<file path="src/rtl/registro_pkg.sv">
// Shared definitions for the registro family (parallel register, PISO transmitter,
// future SIPO receiver): operation codes and the IDLE/SHIFT state type.
package registro_pkg;

    localparam logic [1:0] OPR_RUN  = 2'd0;
    localparam logic [1:0] OPR_HOLD = 2'd1;
    localparam logic [1:0] OPR_CLR  = 2'd2;  // 2'd3 aliases CLEAR

    typedef enum logic {
        IDLE,
        SHIFT
    } state_t;

    // Both 2'd2 and 2'd3 act as a synchronous clear.
    function automatic logic opr_is_clr(input logic [1:0] opr);
        return opr[1];
    endfunction

endpackage

</file>
<file path="src/rtl/contador_bits.sv">
// Bit counter with synchronous clear, count enable and terminal-count flag.
module contador_bits #(
    parameter int unsigned W  = 3,
    parameter logic [W-1:0] TC = '1
) (
    input  logic clk,
    input  logic rst,
    input  logic clr,
    input  logic en,
    output logic tc
);

    logic [W-1:0] cnt_q;

    // Clear has priority over enable.
    always_ff @(posedge clk or negedge rst) begin
        if (!rst) begin
            cnt_q <= '0;
        end else if (clr) begin
            cnt_q <= '0;
        end else if (en) begin
            cnt_q <= cnt_q + W'(1);
        end
    end

    // Terminal count reached.
    always_comb begin
        tc = (cnt_q == TC);
    end

endmodule

</file>
<file path="src/rtl/registro_ps_tx.sv">
// Parallel-in/serial-out transmitter with valid/ready load and back-to-back words.
// Optional macro REGISTRO_PS_PARITY_EN appends an even-parity bit to each word.
module registro_ps_tx
    import registro_pkg::*;
#(
    parameter int unsigned N         = 4,
    parameter bit          MSB_FIRST = 1'b1
) (
    input  logic         clk,
    input  logic         rst,
    input  logic [1:0]   opr,
    input  logic [N-1:0] din,
    input  logic         din_valid,
    output logic         din_ready,
    output logic         sout,
    output logic         sout_valid,
    output logic         busy,
    output logic         done
);

`ifdef REGISTRO_PS_PARITY_EN
    localparam int unsigned LAST = N;
`else
    localparam int unsigned LAST = N - 1;
`endif
    localparam int unsigned CW       = $clog2(N + 1);
    localparam logic [CW-1:0] LAST_CNT = CW'(LAST);

    state_t       state_q, state_d;
    logic [N-1:0] shreg_q, shreg_d;
    logic [N-1:0] shreg_shifted;
    logic         done_q, done_d;
    logic         cnt_clr, cnt_en, cnt_tc;
    logic         run, clr_op, last, load, data_bit;
`ifdef REGISTRO_PS_PARITY_EN
    logic         parity_q, parity_d;
`endif

    contador_bits #(
        .W  (CW),
        .TC (LAST_CNT)
    ) u_contador (
        .clk (clk),
        .rst (rst),
        .clr (cnt_clr),
        .en  (cnt_en),
        .tc  (cnt_tc)
    );

    // Output decode and handshake; din_ready is forced low while reset is held.
    always_comb begin
        run        = (opr == OPR_RUN);
        clr_op     = opr_is_clr(opr);
        last       = (state_q == SHIFT) && cnt_tc && run;
        din_ready  = rst && (((state_q == IDLE) && run) || last);
        load       = din_valid && din_ready;
        busy       = (state_q == SHIFT);
        sout_valid = (state_q == SHIFT) && run;
        done       = done_q;
        if (MSB_FIRST) begin
            data_bit      = shreg_q[N-1];
            shreg_shifted = {shreg_q[N-2:0], 1'b0};
        end else begin
            data_bit      = shreg_q[0];
            shreg_shifted = {1'b0, shreg_q[N-1:1]};
        end
`ifdef REGISTRO_PS_PARITY_EN
        // Terminal count marks the parity slot after the N data bits.
        sout = cnt_tc ? parity_q : data_bit;
`else
        sout = data_bit;
`endif
    end

    // Next-state: clear beats load, load beats shifting.
    always_comb begin
        state_d = state_q;
        shreg_d = shreg_q;
        done_d  = last;
        cnt_clr = 1'b0;
        cnt_en  = 1'b0;
`ifdef REGISTRO_PS_PARITY_EN
        parity_d = parity_q;
`endif
        if (clr_op) begin
            state_d = IDLE;
            shreg_d = '0;
            cnt_clr = 1'b1;
        end else if (load) begin
            state_d = SHIFT;
            shreg_d = din;
            cnt_clr = 1'b1;
`ifdef REGISTRO_PS_PARITY_EN
            parity_d = ^din;
`endif
        end else if ((state_q == SHIFT) && run) begin
            shreg_d = shreg_shifted;
            if (cnt_tc) begin
                state_d = IDLE;
                cnt_clr = 1'b1;
            end else begin
                cnt_en = 1'b1;
            end
        end
    end

    // State, shift register and done pulse registers.
    always_ff @(posedge clk or negedge rst) begin
        if (!rst) begin
            state_q <= IDLE;
            shreg_q <= '0;
            done_q  <= 1'b0;
        end else begin
            state_q <= state_d;
            shreg_q <= shreg_d;
            done_q  <= done_d;
        end
    end

`ifdef REGISTRO_PS_PARITY_EN
    // Parity of the loaded word, captured at load.
    always_ff @(posedge clk or negedge rst) begin
        if (!rst) begin
            parity_q <= 1'b0;
        end else begin
            parity_q <= parity_d;
        end
    end
`endif

endmodule

</file>
<file path="config.mk">
export PLATFORM = sky130hd
export DESIGN_NAME = registro_ps_tx
export DESIGN_NICKNAME = d
export VERILOG_FILES = /design/src/rtl/registro_pkg.sv /design/src/rtl/contador_bits.sv /design/src/rtl/registro_ps_tx.sv
export SDC_FILE = /design/constraint.sdc
export NUM_CORES = 1
export LEC_CHECK = 0
export CAP_MARGIN = 20
export CORE_AREA = 2 2 39 41
export DETAILED_ROUTE_END_ITERATION = 8
export DIE_AREA = 0 0 41 43
export DONT_BUFFER_PORTS = 1
export GPL_TIMING_DRIVEN = 1
export HOLD_SLACK_MARGIN = 0.15
export PLACE_DENSITY = 0.5
export RECOVER_POWER = 50
export SYNTH_ARGS = -nofsm -noshare
export SYNTH_HDL_FRONTEND = slang
export SYNTH_SLANG_ARGS = --single-unit
</file>
<file path="constraint.sdc">
create_clock -name clk -period 2.2 [get_ports clk]
set_input_delay 0.55 -clock clk [delete_from_list [all_inputs] [get_ports clk]]
set_output_delay 0.55 -clock clk [all_outputs]
set_load 0.05 [all_outputs]
</file>
==> results of run 1 <==
sequential cells by signal, indices dropped and copies added (netlist names):
signal and flops:
shreg_q 4, u_contador.cnt_q 3, busy 1, done 1
repair_timing:
action	4_1_cts	5_1_grt
pin swaps	0	0
resized for setup	1	2
hold buffers	1	0
buffers inserted	0	0
hold endpoints to repair	9	0
endpoints found under the setup margin	1	1
gates cloned	0	0
power breakdown:
group          internal, mW  leakage, nW  switching, mW
Sequential            0.169        0.124        0.00573
Combinational        0.0180        0.127         0.0224
Clock                0.0674       0.0177         0.0678
final timing paths:
path                                           from                  end  slack (ns)  cells after the start
worst min-delay path                         opr[1]  u_contador.cnt_q[0]        0.34                      1
worst max register to register  u_contador.cnt_q[0]           shreg_q[1]        0.69                      5
worst min register to register           shreg_q[0]           shreg_q[0]        0.53                      1
min in group asynchronous                       rst           shreg_q[1]        0.65                      1
worst max-delay path            u_contador.cnt_q[1]            din_ready        0.16                      5
max in group asynchronous                       rst                 busy        1.25                      1
cell usage in the layout (no fill, tap or decap), types with 2 or more instances in the layout:
cell,n
nor2b_1,4
clkbuf_4,3
a32o_1,2
o21ai_0,2
dfrtp_1,9
a221o_1,3
nor3b_1,2
inv_1,3
synthesized netlist by cell type, types with 2 or more instances:
| cell type | instances |
|---|---|
| ha_1 | 2 |
| o21ai_0 | 2 |
| nor2b_1 | 4 |
| a32o_1 | 2 |
| nor4b_1 | 2 |
| a221o_1 | 3 |
| inv_1 | 3 |
| nor3b_1 | 2 |
| dfrtp_1 | 9 |
metrics by stage:
stage          std cells  area, um^2  setup WS [ns]
2_1_floorplan         45         527          0.109
3_3_place_gp          63         564          0.370
3_5_place_dp          63         564          0.318
4_1_cts               68         604         0.0743
5_1_grt               68         614         0.0396
6_report              68         614          0.157
cells by family after synthesis:
family | share of synthesized area
compound gates | 0.178
fa+ha+maj | 0.0489
buf+inv | 0.0318
flops | 0.440
simple gates | 0.301
metal layers:
metal  GRT usage  share of wire  vias up
li1            -              -      181
met3      0.0471          0.059        3
met2       0.216           0.49       13
met1       0.205           0.43      169
met4       0.100          0.020        0
met5           0              0        -
area by class of cell:
class / instances / area share
Clock inverter: 1 / 0.00815
Sequential cell: 9 / 0.367
Inverter: 3 / 0.0183
Clock buffer: 3 / 0.0367
Timing Repair Buffer: 4 / 0.0530
Tap cell: 16 / 0.0326
Multi-Input combinational cell: 32 / 0.485
worst reg2reg max path: stages (launching register included):
cell	delay (ns)
dfrtp_1	0.39
ha_1	0.23
ha_4	0.19
nor2b_4	0.17
nor4_4	0.08
a221o_1	0.34
==> results by group, run 1 <==
Run status
  – Status: completed

Synthesis
  – Cell variety after synth: 25
  – FF+latch count, synth: 9
  – Number of synthesized flops with an enable pin: 0
  – Top-area cell type share of the netlist area: 0.440
  – Total number of yosys warnings: 0
  – Cell types occupying the most area after synthesis: dfrtp_1, a221o_1, ha_1
  – Synth Area per Inst: 11.4 um^2
  – Syn nets: 56
  – Proportion of register bits with asynchronous set or reset after synthesis: 1.00
  – Proportion of synthesized chip area in sequential cells: 0.440
  – Synthesized cell area: 512 um^2
  – Cell accounting for the most synthesized area: dfrtp_1
  – Ys flop type: dfrtp_1
  – Number of instances in the synthesized netlist: 45

Floorplan
  – # IOs: 14
  – Height of the die: 43 um
  – Core box area: 0.00138 mm^2
  – Initial standard-cell utilization of the core: 0.370
  – Row count: 14
  – Chip width: 41 um
  – Full die area: 0.00176 mm^2

Run
  – Max_cap viols: 0

STA
  – Endpoints failing setup: 0
  – Worst hold margin: 0.342 ns
  – Achievable Freq: 0.489 GHz
  – Accumulated negative setup slack: 0 ns
  – Final worst path period need: 2.04 ns
  – Headroom to the max-slew limit: 0.560
  – Post-route fraction of the period consumed by the critical path: 0.929
  – Final-report max-slew violation count: 0
  – Worst setup skew after layout: 0.00707 ns
  – Unrepaired setup endpoints after global routing: false
  – Hold violation total from the final report: 0
  – Slew at the pin closest to its max-slew limit: 0.659 ns

Route
  – Vias: 366
  – Iteration count of the initial detailed-routing pass: 3
  – Initial DRC Count: 2
  – Per-cell via count in the routed design: 5.38
  – Remaining antenna violation count: 0
  – Routed wire length: 1.09 mm
  – Post-route DRC violation count: 0
  – Wirelength per Cell: 16.0 um

Power and ir drop
  – Cell area power density: 571 mW/mm^2
  – Total Power: 351 uW
  – Max VDD drop: 0.258 mV
  – Static power due to leakage: 0.269 nW

Clock network
  – Number of buffers added by the clock tree synthesis step: 3
  – Deepest level of the CTS H-tree: 1
  – Bufs on Longest Clock Path: 2
  – Clock tree from TritonCTS: built
  – Latest clock arrival within the worst-skew pair: 0.27 ns
  – TritonCTS sink count: 9
  – Buffer type at the clock tree root: clkbuf_4
  – Clk pin slew, worst setup/hold paths: 0.07 ns

Critical path
  – Endpoint kind of the worst setup timing path: primary output
  – WP data arrival: 1.49 ns
  – Maximum fanout count along the critical path: 7
  – Crit path largest cell delay: 0.36 ns
  – Buf+Inv Stages, Crit Path: 1
  – Critical-path top delay cell: dfrtp_1
  – Category of the most critical setup path: flop to primary output
  – CP required: 1.65 ns
  – Family with the most delay on the worst path: adder cells
  – Critical path launch point type: flop
  – CP Cell Sequence: ha_1 -> ha_4 -> nor2b_4 -> nor4b_4 -> buf_6

Placed design
  – Gpl congestion: 0.825
  – Number of input and output port buffers inserted: 0
  – Detail Placement HPWL: 776 um

Global routing
  – Vias in the first global route: 416
  – First-pass GRT wire length: 1.77 mm
  – Antenna violations before repair: 0
  – Residual overflow from global routing: 0
  – Pin count of the biggest net entering global routing: 11
  – Total Routing Usage GR: 0.157

Cells and area
  – Area occupied by multi-input gates: 298 um^2
  – Share of layout cells above drive strength 1: 0.269
  – Sequential cell area: 225 um^2
  – Post-layout net count: 64
  – Number of antenna diodes: 0
  – Fill cell instance count of the final layout: 130
  – Fin util: 0.444
  – Post-synthesis to final-layout area growth: 20.0%

Worst hold path
  – Classification of the worst-slack hold path: primary input to flop
Note: power is estimated with default switching activity, not from simulation.
==> run 2: changes to the inputs <==
==> constraint.sdc (replaced) <==
create_clock -name clk -period 2.3 [get_ports clk]
set_input_delay 0.575 -clock clk [delete_from_list [all_inputs] [get_ports clk]]
set_output_delay 0.575 -clock clk [all_outputs]
set_load 0.05 [all_outputs]
==> run 2 against run 1 <==
Against the previous run: first-iteration DRC count is 100% higher; power is 4.7% lower; largest power group unchanged; worst hold slack better by 0.024 ns; flip-flop and latch count stayed put; combinational power is 7.9% lower; core utilization is 1.5 points lower; cell count stayed put.
==> results by group, run 2 (synthesis results as in run 1) <==
Run status
  – Status: completed

Placed design
  – Number of input and output port buffers inserted: 0
  – Pre-CTS setup slack: 0.393 ns
  – Gpl congestion: 0.825
  – Detail Placement HPWL: 776 um

Clock network
  – Clk pin slew, worst setup/hold paths: 0.07 ns
  – Deepest level of the CTS H-tree: 1
  – Post-CTS setup buffer count: 0
  – TritonCTS sink count: 9
  – Clock tree from TritonCTS: built
  – Latest clock arrival within the worst-skew pair: 0.28 ns
  – Number of buffers added by the clock tree synthesis step: 3
  – Buffer type at the clock tree root: clkbuf_4
  – Bufs on Longest Clock Path: 2

Global routing
  – Pin count of the biggest net entering global routing: 11
  – Total Routing Usage GR: 0.157
  – Residual overflow from global routing: 0
  – Antenna violations before repair: 0
  – Vias in the first global route: 416
  – First-pass GRT wire length: 1.77 mm

Run
  – Max_cap viols: 0

Cells and area
  – Largest register by flop count: shreg_q
  – Fin util: 0.429
  – Largest registers ranked by flip-flop count: shreg_q x4, u_contador.cnt_q x3
  – Post-synthesis to final-layout area growth: 15.9%
  – Number of antenna diodes: 0
  – Leading cell type in the layout, fill and taps excluded: dfrtp_1
  – Area occupied by multi-input gates: 280 um^2
  – Most used cells in the layout excluding fill and tap cells: dfrtp_1, nor2b_1, inv_1, a221o_1, clkbuf_4
  – Post-layout net count: 64
  – Number of flip-flops under the largest register name: 4
  – Share of layout cells above drive strength 1: 0.250
  – Sequential cell area: 225 um^2
  – Fill cell instance count of the final layout: 133

Critical path
  – Endpoint kind of the worst setup timing path: primary output
  – Critical path launch point type: flop
  – Maximum fanout count along the critical path: 7
  – CP required: 1.73 ns
  – WP data arrival: 1.57 ns
  – Category of the most critical setup path: flop to primary output

Worst hold path
  – Classification of the worst-slack hold path: primary input to flop

Route
  – Per-cell via count in the routed design: 5.41
  – Post-route DRC violation count: 0
  – Routed wire length: 1.09 mm
  – Initial DRC Count: 4
  – Wirelength per Cell: 16.1 um
  – Vias: 368
  – Remaining antenna violation count: 0
  – Iteration count of the initial detailed-routing pass: 3

STA
  – Slew at the pin closest to its max-slew limit: 0.660 ns
  – Post-route fraction of the period consumed by the critical path: 0.932
  – Worst hold margin: 0.367 ns
  – Achievable Freq: 0.467 GHz
  – Accumulated negative setup slack: 0 ns
  – Unrepaired setup endpoints after global routing: false
  – Least setup slack across all paths after layout: 0.157 ns
  – Headroom to the max-slew limit: 0.560
  – Endpoints failing setup: 0
  – Final-report max-slew violation count: 0
  – Final worst path period need: 2.14 ns
  – Hold violation total from the final report: 0
  – Worst setup skew after layout: 0.00700 ns

Power and ir drop
  – Cell area power density: 564 mW/mm^2
  – Max VDD drop: 0.247 mV
  – Static power due to leakage: 0.261 nW
  – Total Power: 334 uW

Floorplan
  – # IOs: 14
  – Height of the die: 43 um
  – Full die area: 0.00176 mm^2
  – Chip width: 41 um
  – Row count: 14
  – Initial standard-cell utilization of the core: 0.370
  – Core box area: 0.00138 mm^2
==> run 2: changes by cell type in the layout (fill, tap and decap cells not counted) <==
cell	change
ha_2	+1
buf_4	+1
nand2b_4	-1
buf_6	-1
nand2b_1	+1
ha_4	-1
==> run 2: metal layers <==
| metal | GRT usage | part of all wire | vias up |
|---|---|---|---|
| met5 | 0 | 0 | - |
| met4 | 0.100 | 0.020 | 0 |
| met3 | 0.0471 | 0.058 | 3 |
| met2 | 0.216 | 0.50 | 11 |
| met1 | 0.205 | 0.43 | 174 |
| li1 | - | - | 180 |
==> run 2: final cells by class <==
| type | count | area share |
|---|---|---|
| Clock inverter | 1 | 0.00844 |
| Clock buffer | 3 | 0.0380 |
| Tap cell | 16 | 0.0338 |
| Inverter | 3 | 0.0190 |
| Timing Repair Buffer | 4 | 0.0485 |
| Multi-Input combinational cell | 32 | 0.473 |
| Sequential cell | 9 | 0.380 |
==> run 2: per-stage QoR <==
stage / std cells / area, um^2
3_5_place_dp: 63 / 564
4_1_cts: 68 / 602
5_1_grt: 68 / 593
6_report: 68 / 593
2_1_floorplan: 45 / 527
3_3_place_gp: 63 / 564
==> run 2: worst max-delay path, cell delays in order (launching register included) <==
cell and delay (ns):
dfrtp_1 0.36, ha_1 0.16, ha_2 0.26, nor2b_4 0.07, nor4b_4 0.20, buf_4 0.23
==> run 2: report_power, final <==
| part | switching (mW) | internal (mW) |
|---|---|---|
| clock network | 0.0655 | 0.0645 |
| registers | 0.00504 | 0.162 |
| logic | 0.0213 | 0.0159 |
| total | 0.0919 | 0.243 |
==> run 2: repair_timing <==
action / in CTS / in global routing
hold buffers: 1 / 0
hold endpoints to repair: 9 / 0
endpoints found under the setup margin: 0 / 1
gates resized for setup: 0 / 1
==> run 2: final timing paths <==
kind,startpoint,end,slack [ns],cells past startpoint
worst max-delay path,u_contador.cnt_q[1],din_ready,0.16,5
worst min-delay path,opr[1],u_contador.cnt_q[0],0.37,1
worst max register to register,u_contador.cnt_q[0],shreg_q[1],0.77,5
worst min register to register,shreg_q[0],shreg_q[0],0.53,1
max in group asynchronous,rst,busy,1.32,1
min in group asynchronous,rst,shreg_q[1],0.67,1
